### config.mk
export PLATFORM = sky130hd
export DESIGN_NAME = core_tlb_search_arb
export DESIGN_NICKNAME = d
export VERILOG_FILES = /design/src/rtl/core_tlb_search_arb_pkg.sv /design/src/rtl/core_tlb_search_arb_rr_arb2.sv /design/src/rtl/core_tlb_search_arb.sv
export SDC_FILE = /design/constraint.sdc
export NUM_CORES = 1
export LEC_CHECK = 0
export CAP_MARGIN = 15
export CORE_ASPECT_RATIO = 1.2
export CORE_MARGIN = 4
export CORE_UTILIZATION = 22
export DETAILED_ROUTE_END_ITERATION = 10
export PLACE_DENSITY = 0.95
export SYNTH_ARGS = -nofsm -noshare
export SYNTH_HDL_FRONTEND = slang
export SYNTH_SLANG_ARGS = --single-unit
### constraint.sdc
create_clock -name clk -period 2.1 [get_ports clk]
set_clock_uncertainty 0.05 [all_clocks]
set_input_delay 0.42 -clock clk [delete_from_list [all_inputs] [get_ports clk]]
set_output_delay 0.42 -clock clk [all_outputs]
set_load 0.02 [all_outputs]
### src/rtl/core_tlb_search_arb_pkg.sv
// Shared TLB search types: search result, requester identity and the
// per-stage tag carried alongside an in-flight search.
package core_tlb_search_arb_pkg;

    localparam int VPPN_W = 20;

    // Result returned by the TLB array search port.
    typedef struct packed {
        logic        found;
        logic [3:0]  index;
        logic [19:0] ppn;
        logic [1:0]  plv;
        logic [1:0]  mat;
        logic        d;
        logic        v;
    } tlb_s_resp_t;

    // Which translator issued a search.
    typedef enum logic {
        TLB_OWN_I = 1'b0,
        TLB_OWN_D = 1'b1
    } tlb_owner_e;

    // One slot of the response routing pipeline.
    typedef struct packed {
        logic       valid;
        tlb_owner_e owner;
    } tlb_arb_tag_t;

endpackage

### src/rtl/core_tlb_search_arb_rr_arb2.sv
// Two-input round-robin arbiter. Port 0 and port 1 compete; with both
// requesting, the port that did not win last time gets the grant. The
// pointer only moves when a grant is actually given (en_i high).
module core_rr_arb2 #(
    parameter logic RESET_LAST = 1'b1
) (
    input  logic       clk,
    input  logic       rst,
    input  logic [1:0] req_i,
    input  logic       en_i,
    output logic [1:0] grant_o
);

    logic last_q;

    // Grant selection: contention resolved against the last winner.
    always_comb begin
        grant_o = 2'b00;
        if (en_i) begin
            if (req_i == 2'b11) begin
                grant_o = last_q ? 2'b01 : 2'b10;
            end else begin
                grant_o = req_i;
            end
        end
    end

    // Remember the side that was granted; hold when nothing is granted.
    always_ff @(posedge clk) begin
        if (rst) begin
            last_q <= RESET_LAST;
        end else if (|grant_o) begin
            last_q <= grant_o[1];
        end
    end

endmodule

### src/rtl/core_tlb_search_arb.sv
// Shares the TLB search port between the fetch-side (I) and data-side (D)
// translators. A round-robin grant picks one search per cycle; a tag
// pipeline of LATENCY stages remembers who issued each search so the
// unregistered TLB result can be flagged valid for the right requester.
//
// Handshake: a request transfers in any cycle where x_req_valid_i and
// x_req_ready_o are both high. Requesters keep valid and vppn stable until
// that happens; ready never depends on valid of the same side's response.
module core_tlb_search_arb
    import core_tlb_search_arb_pkg::*;
#(
    parameter int LATENCY = 1
) (
    input  logic              clk,
    input  logic              rst,
    input  logic              i_req_valid_i,
    input  logic [VPPN_W-1:0] i_req_vppn_i,
    output logic              i_req_ready_o,
    output logic              i_resp_valid_o,
    output tlb_s_resp_t       i_resp_o,
    input  logic              d_req_valid_i,
    input  logic [VPPN_W-1:0] d_req_vppn_i,
    output logic              d_req_ready_o,
    output logic              d_resp_valid_o,
    output tlb_s_resp_t       d_resp_o,
    input  logic              flush_i,
    output logic              tlb_req_valid_o,
    output logic [VPPN_W-1:0] tlb_req_vppn_o,
    input  logic              tlb_req_ready_i,
    input  tlb_s_resp_t       tlb_resp_i
);

    logic         grant_en;
    logic [1:0]   grant;
    logic         accept;
    tlb_owner_e   grant_owner;
    tlb_arb_tag_t tag_vec [LATENCY];
    tlb_arb_tag_t tag_last;
    logic         resp_live;

    // Nothing may be granted while the TLB is busy, during a flush or in reset.
    assign grant_en = tlb_req_ready_i & ~flush_i & ~rst;

    // D is the reset "last winner" so I wins the first contention.
    core_rr_arb2 #(
        .RESET_LAST (1'b1)
    ) u_rr_arb2 (
        .clk     (clk),
        .rst     (rst),
        .req_i   ({d_req_valid_i, i_req_valid_i}),
        .en_i    (grant_en),
        .grant_o (grant)
    );

    // A grant is only ever given to a valid requester, so grant == accept.
    assign i_req_ready_o   = grant[0];
    assign d_req_ready_o   = grant[1];
    assign accept          = |grant;
    assign grant_owner     = grant[1] ? TLB_OWN_D : TLB_OWN_I;
    assign tlb_req_valid_o = accept;

    // Route the granted vppn to the TLB; idle bus reads as zero.
    always_comb begin
        tlb_req_vppn_o = '0;
        if (grant[0]) begin
            tlb_req_vppn_o = i_req_vppn_i;
        end else if (grant[1]) begin
            tlb_req_vppn_o = d_req_vppn_i;
        end
    end

    // Tag pipeline: stage 0 captures the accepted search, later stages shift.
    for (genvar g = 0; g < LATENCY; g++) begin : g_stage
        tlb_arb_tag_t tag_q;

        // Shift one stage per cycle; a flush kills every tag at once.
        always_ff @(posedge clk) begin
            if (rst || flush_i) begin
                tag_q <= '{valid: 1'b0, owner: TLB_OWN_I};
            end else if (g == 0) begin
                tag_q <= '{valid: accept, owner: grant_owner};
            end else begin
                tag_q <= tag_vec[(g == 0) ? 0 : g - 1];
            end
        end

        assign tag_vec[g] = tag_q;
    end

    assign tag_last = tag_vec[LATENCY-1];

    // A flush in the same cycle as a returning result suppresses it too.
    assign resp_live      = tag_last.valid & ~flush_i & ~rst;
    assign i_resp_valid_o = resp_live & (tag_last.owner == TLB_OWN_I);
    assign d_resp_valid_o = resp_live & (tag_last.owner == TLB_OWN_D);

    // Result data is passed straight through to both sides.
    assign i_resp_o = tlb_resp_i;
    assign d_resp_o = tlb_resp_i;

endmodule

## Word level (Yosys, flattened, before mapping)

Cells that the tools add are included.

- Bits in registers: 3
- Input bits: 77
- Output and inout port bits: 87
- Logic and storage cells: 21

- Equal/unequal tests: 1
- Multiplexer cells: 6
- Bitwise operators: 9
- Reductions and logical operators: 2

Operators with widths:

| operator | count |
|---|---|
| 2-to-1 mux 20 bit | 2 |
| bitwise AND 1 bit | 6 |
| 2-to-1 mux 2 bit | 3 |
| inverter 1 bit | 3 |
| equality test 2 bit (second input constant) | 1 |
| OR reduction 2 bit | 1 |
| logical OR 1 bit | 1 |
| 2-to-1 mux 1 bit | 1 |

## Longest topological paths before layout

Gate-level depths: netlist of run 1.

- Depth after elaboration: 6
- Mapped depth: 4

## Cells and area by module

Synthesis of run 1 repeated with hierarchy kept, for this count alone.

- Cells, all modules: 108
- Area total of the unflattened synthesis: 832.0 µm²

By module, submodules not included:

| module | times used | cells an instance | area an instance (µm²) | sequential area each (µm²) |
|---|---|---|---|---|
| core_tlb_search_arb | 1 | 100 | 773.2 | 40.0 |
| core_rr_arb2 | 1 | 8 | 58.8 | 20.0 |

## Least setup slack after synthesis of run 1

Ideal clock, no wire load.

- Path type: input-to-output
- Start point: input port flush_i
- End point: output port tlb_req_vppn_o[15]
- Data arrival time: 1.272 ns
- Required time: 1.630 ns
- Slack: 0.358 ns
- Stages: 4
- Path through: nor3b_4 -> and3_4 -> buf_6 -> a22o_1

- Longest elaborated chain between the ends: 6

Ends and longest elaborated chain:

| what | RTL line | RTL |
|---|---|---|
| start: declaration | core_tlb_search_arb.sv:26 | `input logic flush_i,` |
| inverter 1 bit | core_tlb_search_arb.sv:42 | `assign grant_en = tlb_req_ready_i & ~flush_i & ~rst;` |
| bitwise AND 1 bit (2 in a row) | core_tlb_search_arb.sv:42 |  |
| 2-to-1 mux 2 bit | core_tlb_search_arb_rr_arb2.sv:19 | `if (en_i) begin` |
| net d_req_ready_o | core_tlb_search_arb.sv:23 | `output logic d_req_ready_o,` |
| 2-to-1 mux 20 bit | core_tlb_search_arb.sv:67 | `end else if (grant[1]) begin` |
| 2-to-1 mux 20 bit | core_tlb_search_arb.sv:65 | `if (grant[0]) begin` |
| end: declaration | core_tlb_search_arb.sv:28 | `output logic [VPPN_W-1:0] tlb_req_vppn_o,` |

The timed path passes the listed nets, and every way through them passes these cells.

## Worst setup path after layout of run 1

- Start point: input port tlb_req_ready_i
- End point: output port i_req_ready_o

- Longest elaborated chain between the ends: 3

Ends and longest elaborated chain:

| what | RTL line | RTL |
|---|---|---|
| start: declaration | core_tlb_search_arb.sv:29 | `input logic tlb_req_ready_i,` |
| bitwise AND 1 bit (2 in a row) | core_tlb_search_arb.sv:42 |  |
| 2-to-1 mux 2 bit | core_tlb_search_arb_rr_arb2.sv:19 |  |
| end: declaration | core_tlb_search_arb.sv:18 | `output logic i_req_ready_o,` |

Every way passes these cells.

==> summary.txt, run 1 <==
Floorplan
  • Die Y: 77.02 um
  • Num ports: 164
  • Core area: 3724 um2
  • Die area: 5046 um2
  • Initial Util: 23.45%
  • Row count: 24
  • Die W: 65.52 um

Final layout
  • Fin nets: 203
  • Fin util: 33.74%
  • Non-Filler Instances: 177
  • # fillers: 412
  • Layout cells sized above 1: 44.00%
  • Diodes inserted: 0
  • Final Cell Area: 1256 um2
  • Layout area overhead: 43.84%

Place
  • Area after DPL: 1174 um2
  • PortBufs: 70
  • Hpwl dp: 1869 um
  • Inst Count DP: 164
  • GPL Wtd Cong: 0.7810
  • Placement Setup Slack: -0.7548 ns

Clock network
  • Clock Latency Late Sink: 0.22 ns
  • Clock buffer depth: 2
  • Max H-tree Level: 1
  • Worst-path clk slew: 0.03 ns
  • Root Driver: clkbuf_8
  • CTS tree: yes
  • Clk sinks: 3
  • Total CTS buffers: 3

Yosys
  • Syn_area_per_cell: 8.562 um2
  • EDFF count, synth: 0
  • Post-synthesis simple-gate area fraction: 10.89%
  • Most common cell in the netlist: buf_4
  • Cell variety after synth: 16
  • Synth Flop Type: dfxtp_1
  • Synth Area in XOR/XNOR: 0%
  • Leading area contributor after synthesis: buf_4
  • Synth top area share: 53.30%
  • Synth warnings: 0
  • Seq/Total Area, Yosys: 6.877%
  • Syn nets: 179
  • Post-synth top cells: 62 x buf_4, 14 x a22o_1, 6 x a22o_2
  • Synth Cell Area: 873.3 um2
  • Synth top area cells: buf_4 53%, a22o_1 14%, a22o_2 6.9%
  • Compound-gate portion of the synthesized area: 23.78%
  • Largest family of logic cells by synthesized area: buffers and inverters
  • Syn Inst Count: 102
  • Synth Register Bits: 3
  • Multiplexer share of the synthesized area: 0%
  • Post-Synth Adder-Cell Area: 0%
  • Asr flop ratio synth: 0%

Worst setup path
  • Crit-path slowest cell: clkdlybuf4s15_2
  • Worst EP required: 1.63 ns
  • Worst-path fanout max: 5
  • Worst reg2reg setup slack: 0.91 ns
  • CP Cell Sequence: clkdlybuf4s15_1 -> nor3b_4 -> buf_6 -> and3b_2 -> clkdlybuf4s15_2
  • CP arrival: 1.56 ns
  • Crit. End Element: output pin
  • Kind of critical path: input pin to output pin
  • CP peak stage delay: 0.29 ns
  • Critical Path Source Type: input pin

Pwr
  • Psw: 102.0 uW
  • Seq pwr share: 15.0%
  • LEAKAGE: 0.0005645 uW
  • VDD IR-drop max: 0.3174 mV
  • Comb pwr share: 42.4%
  • Sw Ratio: 25.24%
  • Clk network pwr share: 42.6%
  • Power per cell area: 321.8 nW/um2
  • Cell Int Power: 302.2 uW

Global routing
  • Largest net degree at the start of global routing: 9
  • Global Route met1 Usage: 12.46%
  • Initial antenna violation count: 0
  • GR peak layer: met2
  • Grt met2 use: 18.64%
  • GRT Resource Usage Total: 11.39%
  • Number of global-route vias before repair: 788
  • Global-route wire length before repair: 4395 um
  • Grt ovf: 0
  • M3 GR Usage: 3.947%

Drt
  • Total number of vias: 770
  • Final Routed Wirelength: 3004 um
  • DRT Pass-1 Iters: 4
  • Antenna-violating nets left: 0
  • DRC: 0
  • Via density: 4.350
  • Wire per inst: 16.97 um
  • Initial DRC Count: 8

STA
  • Rel. slew slack: 83.43%
  • Final hold vios: 0
  • Setup TNS: 0 ns
  • Tmin final: 2.031 ns
  • Final setup viols: 0
  • RSZ-0062 raised after global routing: no
  • Final WS setup: 0.06903 ns
  • Final-report max-slew violation count: 0
  • Fmax: 492.4 MHz
  • Slew of the pin with the lowest slew margin: 0.2452 ns
  • Final period utilization: 96.71%

Worst hold path
  • Worst hold path class: input pin to flip-flop

Status
  • Outcome: completed

Flow run
  • # Max-Cap Violations: 0
[metal layers]
layer  up-vias  wire length [um]  share of wire [%]
met5         -                 0                  0
met2        65              1454                 48
met3        16               430                 14
li1        351                 -                  -
met1       338              1028                 34
met4         0                90                3.0
[cells in the final DEF, fill, tap and decap left out]
cell / n
dlygate4sd2_1: 4
clkdlybuf4s15_2: 2
clkbuf_1: 1
and3_2: 1
nand2_1: 2
and3_4: 4
a22o_2: 6
and4bb_2: 1
nor4b_1: 1
nor3b_4: 1
and3b_2: 3
o21a_1: 2
and3b_4: 1
a22o_1: 14
a221o_1: 1
buf_2: 4
clkbuf_8: 3
clkbuf_2: 2
and2b_2: 2
clkdlybuf4s50_1: 40
buf_6: 6
buf_4: 19
clkdlybuf4s15_1: 2
dfxtp_1: 3
[cell type report]
class | instances | area (um2) | area share, %
clock buffers | 4 | 45.04 | 3.586
multi-input cells | 39 | 367.9 | 29.28
flip-flops and latches | 3 | 60.06 | 4.781
well taps | 52 | 65.06 | 5.179
repair buffers | 79 | 718.2 | 57.17
[through the flow]
stage / hold WS (ns) / total power, uW
detailed placement: 0.5301 / 226.6
global route: 0.5380 / 424.0
finish: 0.5170 / 404.2
global placement: 0.5141 / 225.1
CTS: 0.5367 / 410.1
floorplan: 0.4196 / 278.5
[kinds of logic after synthesis]
kind of cell / Yosys count
buffers and inverters: 66
AO/OA/AOI/OAI: 23
AND/OR/NAND/NOR: 10
flip-flops: 3
[power groups by stage]
stage / clock network (uW) / logic (uW) / registers [uW]
floorplan: 0 / 217 / 61.1
global placement: 0 / 164 / 61.2
detailed placement: 0 / 165 / 61.3
CTS: 180 / 170 / 60.5
global route: 181 / 183 / 60.7
finish: 172 / 172 / 60.5
[final timing paths]
kind                                        from               end  depth (start not counted)
worst min register to register  u_rr_arb2.last_q  u_rr_arb2.last_q                          2
worst max-delay path             tlb_req_ready_i     i_req_ready_o                          5
worst max register to register  u_rr_arb2.last_q  u_rr_arb2.last_q                          3
worst min-delay path                         rst  u_rr_arb2.last_q                          3
[registers in the layout, indices dropped and copies added (netlist names)]
signal / flops
u_rr_arb2.last_q: 1
g_stage.tag_q: 2
[worst max-delay path: cells and delay by family]
| family | cells | cell delay (ns) |
|---|---|---|
| buffers and inverters | 3 | 0.62 |
| AND/OR/NAND/NOR | 2 | 0.53 |
[timing repair]
| action | CTS | global route |
|---|---|---|
| endpoints found under the hold margin | 0 | 0 |
| endpoints found under the setup margin | 25 | 19 |
| gates resized for setup | 114 | 15 |
| hold buffers | 0 | 0 |
| setup buffers | 4 | 0 |
| pin swaps | 5 | 3 |
| gates cloned | 6 | 0 |
(Power assumes the default switching activity.)
==> inputs of run 2 (changes only) <==
RECOVER_POWER = 100   (was not set)
==> summary.txt, run 2 (same netlist as run 1, synthesis figures left out) <==
Worst hold path
  • Worst hold path class: input pin to flip-flop (unchanged)
  • Hold path cells: 3 (unchanged)

Worst setup path
  • Worst EP required: 1.63 ns (about the same)
  • Critical Path Source Type: input pin (unchanged)
  • CP arrival: 1.57 ns (was 1.56 ns)
  • Reg2Reg Depth: 3 (unchanged)
  • CP peak stage delay: 0.27 ns (was 0.29 ns)
  • Crit. End Element: output pin (unchanged)
  • Crit path depth: 6 (was 5)
  • Worst-path fanout max: 5 (unchanged)
  • Kind of critical path: input pin to output pin (unchanged)
  • CP bufs+invs: 3 (unchanged)
  • Crit-path slowest cell: and3b_2 (was clkdlybuf4s15_2)
  • CP top delay family: simple AND/OR/NAND/NOR gates (was buffers and inverters)
  • CP Cell Sequence: clkdlybuf4s15_1 -> nor3b_4 -> buf_6 -> and3b_2 -> a22o_1 -> buf_2 (was clkdlybuf4s15_1 -> nor3b_4 -> buf_6 -> and3b_2 -> clkdlybuf4s15_2)

Clock network
  • Clock Latency Late Sink: 0.22 ns (about the same)
  • Max H-tree Level: 1 (unchanged)
  • Total CTS buffers: 3 (unchanged)
  • Worst-path clk slew: 0.03 ns (about the same)
  • CTS tree: yes (unchanged)
  • Clk sinks: 3 (unchanged)
  • Clock buffer depth: 2 (unchanged)
  • Root Driver: clkbuf_8 (unchanged)

Floorplan
  • Die Y: 77.02 um (unchanged)
  • Die area: 5046 um2 (unchanged)
  • Initial Util: 23.45% (unchanged)
  • Row count: 24 (unchanged)
  • Die W: 65.52 um (unchanged)
  • Num ports: 164 (unchanged)
  • Core area: 3724 um2 (unchanged)

Final layout
  • # fillers: 418 (was 412)
  • Commonest non-fill, non-tap cell in the layout: clkdlybuf4s50_1 (unchanged)
  • Biggest register: g_stage.tag_q (unchanged)
  • Diodes inserted: 0 (unchanged)
  • Layout cells sized above 1: 41.60% (was 44.00%)
  • Layout area overhead: 41.12% (was 43.84%)
  • Fin nets: 203 (unchanged)
  • Non-Filler Instances: 177 (unchanged)
  • Most frequent cells in the layout: 40 x clkdlybuf4s50_1, 16 x buf_4, 14 x a22o_1 (was 40 x clkdlybuf4s50_1, 19 x buf_4, 14 x a22o_1)
  • Max reg flops: 2 (unchanged)
  • Fin util: 33.10% (was 33.74%)
  • Largest regs: g_stage.tag_q x2, u_rr_arb2.last_q x1 (unchanged)

Drt
  • Via density: 4.299 (was 4.350)
  • DRC: 0 (unchanged)
  • DRT Pass-1 Iters: 4 (unchanged)
  • Final Routed Wirelength: 3004 um (unchanged)
  • Initial DRC Count: 6 (was 8)
  • Wire per inst: 16.97 um (unchanged)
  • Total number of vias: 761 (was 770)
  • Antenna-violating nets left: 0 (unchanged)

Pwr
  • VDD IR-drop max: 0.3176 mV (was 0.3174 mV)
  • Power per cell area: 325.8 nW/um2 (was 321.8 nW/um2)
  • LEAKAGE: 0.0005545 uW (was 0.0005645 uW)

Global routing
  • Grt met2 use: 18.64% (unchanged)
  • Global Route met1 Usage: 12.46% (unchanged)
  • Largest net degree at the start of global routing: 9 (unchanged)
  • Grt ovf: 0 (unchanged)
  • Initial antenna violation count: 0 (unchanged)
  • Global-route wire length before repair: 4395 um (unchanged)
  • Number of global-route vias before repair: 788 (unchanged)
  • GRT Resource Usage Total: 11.39% (unchanged)
  • GR peak layer: met2 (unchanged)
  • M3 GR Usage: 3.947% (unchanged)

STA
  • Fmax: 490.0 MHz (was 492.4 MHz)
  • Final hold vios: 0 (unchanged)
  • Slew of the pin with the lowest slew margin: 0.2424 ns (was 0.2452 ns)
  • Final setup viols: 0 (unchanged)
  • WHS: 0.5173 ns (was 0.5170 ns)
  • Rel. slew slack: 83.61% (was 83.43%)
  • RSZ-0062 raised after global routing: no (unchanged)
  • Final period utilization: 97.19% (was 96.71%)
  • Final-report max-slew violation count: 0 (unchanged)
  • Tmin final: 2.041 ns (was 2.031 ns)

Place
  • Hpwl dp: 1869 um (unchanged)
  • PortBufs: 70 (unchanged)
  • GPL Wtd Cong: 0.7810 (unchanged)
  • Inst Count DP: 164 (unchanged)

Flow run
  • # Max-Cap Violations: 0 (unchanged)

Status
  • Outcome: completed (unchanged)
## run 2: cell types whose count changed in the layout (fill, tap and decap cells not counted), moves of 2 or more
cell	previous run	this run
buf_4	19	16
buf_6	6	4
clkbuf_1	1	3
clkbuf_2	2	4
## run 2: layout make-up
cell class,count,area (um2),area share (%)
clock buffer,4,45.04,3.655
sequential,3,60.06,4.873
tap,52,65.06,5.279
multi-input combinational,39,366.6,29.75
timing repair buffer,79,695.7,56.45
## run 2: report_power, final
group / switching (uW) / total [uW] / internal, uW
registers: 0.957 / 60.5 / 59.6
clock network: 43.0 / 173 / 130
logic: 58.4 / 168 / 110
## run 2: final timing paths
check / endpoint / startpoint / slack (ns)
worst max-delay path: tlb_req_vppn_o[8] / tlb_req_ready_i / 0.06
worst min-delay path: u_rr_arb2.last_q / rst / 0.52
worst min register to register: u_rr_arb2.last_q / u_rr_arb2.last_q / 0.53
worst max register to register: u_rr_arb2.last_q / u_rr_arb2.last_q / 0.92
## run 2: stage by stage
stage                     setup slack [ns]  setup TNS, ns  area [um2]  power (uW)
after global routing              0.006644              0        1232       420.6
after global placement             -0.7162         -15.78        1174       225.1
after detailed placement           -0.7548         -16.71        1174       226.6
after floorplan                     0.3580              0       873.3       278.5
final                              0.05901              0        1232       401.5
after CTS                         0.004212              0        1232       410.1
## run 2: what timing repair did
item	CTS	global route
pin swaps	5	3
resized for setup	114	15
hold buffers	0	0
gates cloned	6	0
buffers inserted	4	0
endpoints found under the setup margin	25	19
hold endpoints to repair	0	0
## run 2: worst register-to-register path, delay by kind of cell (launching register included)
kind | cells | cell delay, ns
buf+inv | 1 | 0.14
simple gates | 1 | 0.23
compound gates | 1 | 0.34
flops | 1 | 0.31
## run 2: metal layers
metal | routed length [um] | vias to the layer above
met2 | 1449 | 62
met5 | 0 | -
met4 | 89 | 0
met3 | 414 | 16
met1 | 1051 | 332
li1 | - | 351
==> inputs of run 3 (changes only) <==
CTS_BUF_LIST = sky130_fd_sc_hd__clkbuf_8   (was not set)
==> summary.txt, run 3 (same netlist as run 1, synthesis figures left out) <==
STA
  • RSZ-0062 raised after global routing: no (unchanged)
  • Final period utilization: 97.22% (was 97.19%)
  • Slew of the pin with the lowest slew margin: 0.2424 ns (about the same)
  • Tmin final: 2.042 ns (was 2.041 ns)
  • Final hold vios: 0 (unchanged)
  • Rel. slew slack: 83.61% (unchanged)
  • Final setup viols: 0 (unchanged)
  • WHS: 0.5174 ns (was 0.5173 ns)
  • Fmax: 489.8 MHz (was 490.0 MHz)
  • Final-report max-slew violation count: 0 (unchanged)

Clock network
  • Total CTS buffers: 3 (unchanged)
  • CTS tree: yes (unchanged)
  • Root Driver: clkbuf_8 (unchanged)
  • Max H-tree Level: 1 (unchanged)
  • Worst-path clk slew: 0.03 ns (about the same)
  • Clock buffer depth: 2 (unchanged)
  • Clock Latency Late Sink: 0.22 ns (about the same)
  • Clk sinks: 3 (unchanged)

Floorplan
  • Die Y: 77.02 um (unchanged)
  • Core area: 3724 um2 (unchanged)
  • Die W: 65.52 um (unchanged)
  • Die area: 5046 um2 (unchanged)
  • Initial Util: 23.45% (unchanged)
  • Num ports: 164 (unchanged)
  • Row count: 24 (unchanged)

Drt
  • Initial DRC Count: 6 (unchanged)
  • Total number of vias: 761 (unchanged)
  • Via density: 4.299 (unchanged)
  • Final Routed Wirelength: 3007 um (was 3004 um)
  • Wire per inst: 16.99 um (was 16.97 um)
  • DRT Pass-1 Iters: 4 (unchanged)
  • DRC: 0 (unchanged)
  • Antenna-violating nets left: 0 (unchanged)

Global routing
  • Number of global-route vias before repair: 788 (unchanged)
  • GRT Resource Usage Total: 11.39% (unchanged)
  • Initial antenna violation count: 0 (unchanged)
  • Grt ovf: 0 (unchanged)
  • Global-route wire length before repair: 4395 um (unchanged)
  • Largest net degree at the start of global routing: 9 (unchanged)

Final layout
  • Layout cells sized above 1: 41.60% (unchanged)
  • Diodes inserted: 0 (unchanged)
  • Final Cell Area: 1232 um2 (unchanged)
  • Fin nets: 203 (unchanged)
  • Biggest register: g_stage.tag_q (unchanged)
  • Commonest non-fill, non-tap cell in the layout: clkdlybuf4s50_1 (unchanged)
  • Layout area overhead: 41.12% (unchanged)
  • Largest regs: g_stage.tag_q x2, u_rr_arb2.last_q x1 (unchanged)
  • Max reg flops: 2 (unchanged)
  • Most frequent cells in the layout: 40 x clkdlybuf4s50_1, 16 x buf_4, 14 x a22o_1 (unchanged)

Pwr
  • Sw Ratio: 25.78% (was 25.49%)
  • Cell Int Power: 294.1 uW (was 299.2 uW)
  • LEAKAGE: 0.0005587 uW (was 0.0005545 uW)
  • VDD IR-drop max: 0.3172 mV (was 0.3176 mV)
  • Clk network pwr share: 42.3% (was 43.1%)
  • Psw: 102.2 uW (was 102.3 uW)
  • Comb pwr share: 42.4% (was 41.9%)
  • Power per cell area: 321.5 nW/um2 (was 325.8 nW/um2)
  • Total power: 396.3 uW (was 401.5 uW)
  • Seq pwr share: 15.3% (was 15.1%)

Status
  • Outcome: completed (unchanged)

Worst setup path
  • Kind of critical path: input pin to output pin (unchanged)
  • Crit-path slowest cell: and3b_2 (unchanged)
  • CP Cell Sequence: clkdlybuf4s15_1 -> nor3b_4 -> buf_6 -> and3b_2 -> a22o_1 -> buf_2 (unchanged)
  • Worst EP required: 1.63 ns (about the same)
  • Critical Path Source Type: input pin (unchanged)
  • CP peak stage delay: 0.27 ns (about the same)
  • Worst-path fanout max: 5 (unchanged)
  • CP arrival: 1.57 ns (about the same)
  • Crit. End Element: output pin (unchanged)

Flow run
  • # Max-Cap Violations: 0 (unchanged)

Place
  • Hpwl dp: 1869 um (unchanged)
  • Area after DPL: 1174 um2 (unchanged)
  • PortBufs: 70 (unchanged)
  • GPL Wtd Cong: 0.7810 (unchanged)

Worst hold path
  • Worst hold path class: input pin to flip-flop (unchanged)
run 3: final timing paths:
kind / startpoint / endpoint / slack, ns / cells past startpoint
worst max-delay path: tlb_req_ready_i / tlb_req_vppn_o[8] / 0.06 / 6
worst min-delay path: rst / u_rr_arb2.last_q / 0.52 / 3
worst max register to register: u_rr_arb2.last_q / u_rr_arb2.last_q / 0.92 / 3
worst min register to register: u_rr_arb2.last_q / u_rr_arb2.last_q / 0.53 / 2
run 3: through the flow:
stage                     std cells  TNS [ns]  utilization [%]  setup WS (ns)
after CTS                       177         0            33.10       0.004212
after detailed placement        164    -16.71            31.52        -0.7548
final                           177         0            33.10        0.05830
after global routing            177         0            33.10       0.006644
after global placement          164    -15.78            31.52        -0.7162
after floorplan                 102         0                -         0.3580
run 3: worst max-delay path: cells and delay by family:
family	cells	cell delay (ns)
buffers and inverters	3	0.48
AO/OA/AOI/OAI	1	0.14
AND/OR/NAND/NOR	2	0.52
run 3: layout make-up:
cell class | count | area, um2
Multi-Input combinational cell | 39 | 366.6
Clock buffer | 3 | 41.29
Sequential cell | 3 | 60.06
Fill cell | 418 | 2491
Clock inverter | 1 | 3.754
Timing Repair Buffer | 79 | 695.7
Tap cell | 52 | 65.06
run 3: power groups by stage:
stage                     Clock, uW  Combinational (uW)  Sequential (uW)
final                           168                 168             60.5
after global routing            176                 179             60.7
after CTS                       175                 170             60.5
after detailed placement          0                 165             61.3
after global placement            0                 164             61.2
after floorplan                   0                 217             61.1
run 3: routing by layer:
metal  global-route usage (%)  share of wire (%)  up-vias
met3                    3.947                 14       16
met5                        0                  0        -
met2                    18.64                 48       62
met1                    12.46                 35      332
li1                         -                  -      351
met4                    6.639                3.0        0
run 3: timing repair:
| action | CTS | global route |
|---|---|---|
| pin swaps | 5 | 3 |
| hold buffers | 0 | 0 |
| gates resized for setup | 114 | 15 |
| gates cloned | 6 | 0 |
| endpoints found under the setup margin | 25 | 19 |
| setup buffers | 4 | 0 |
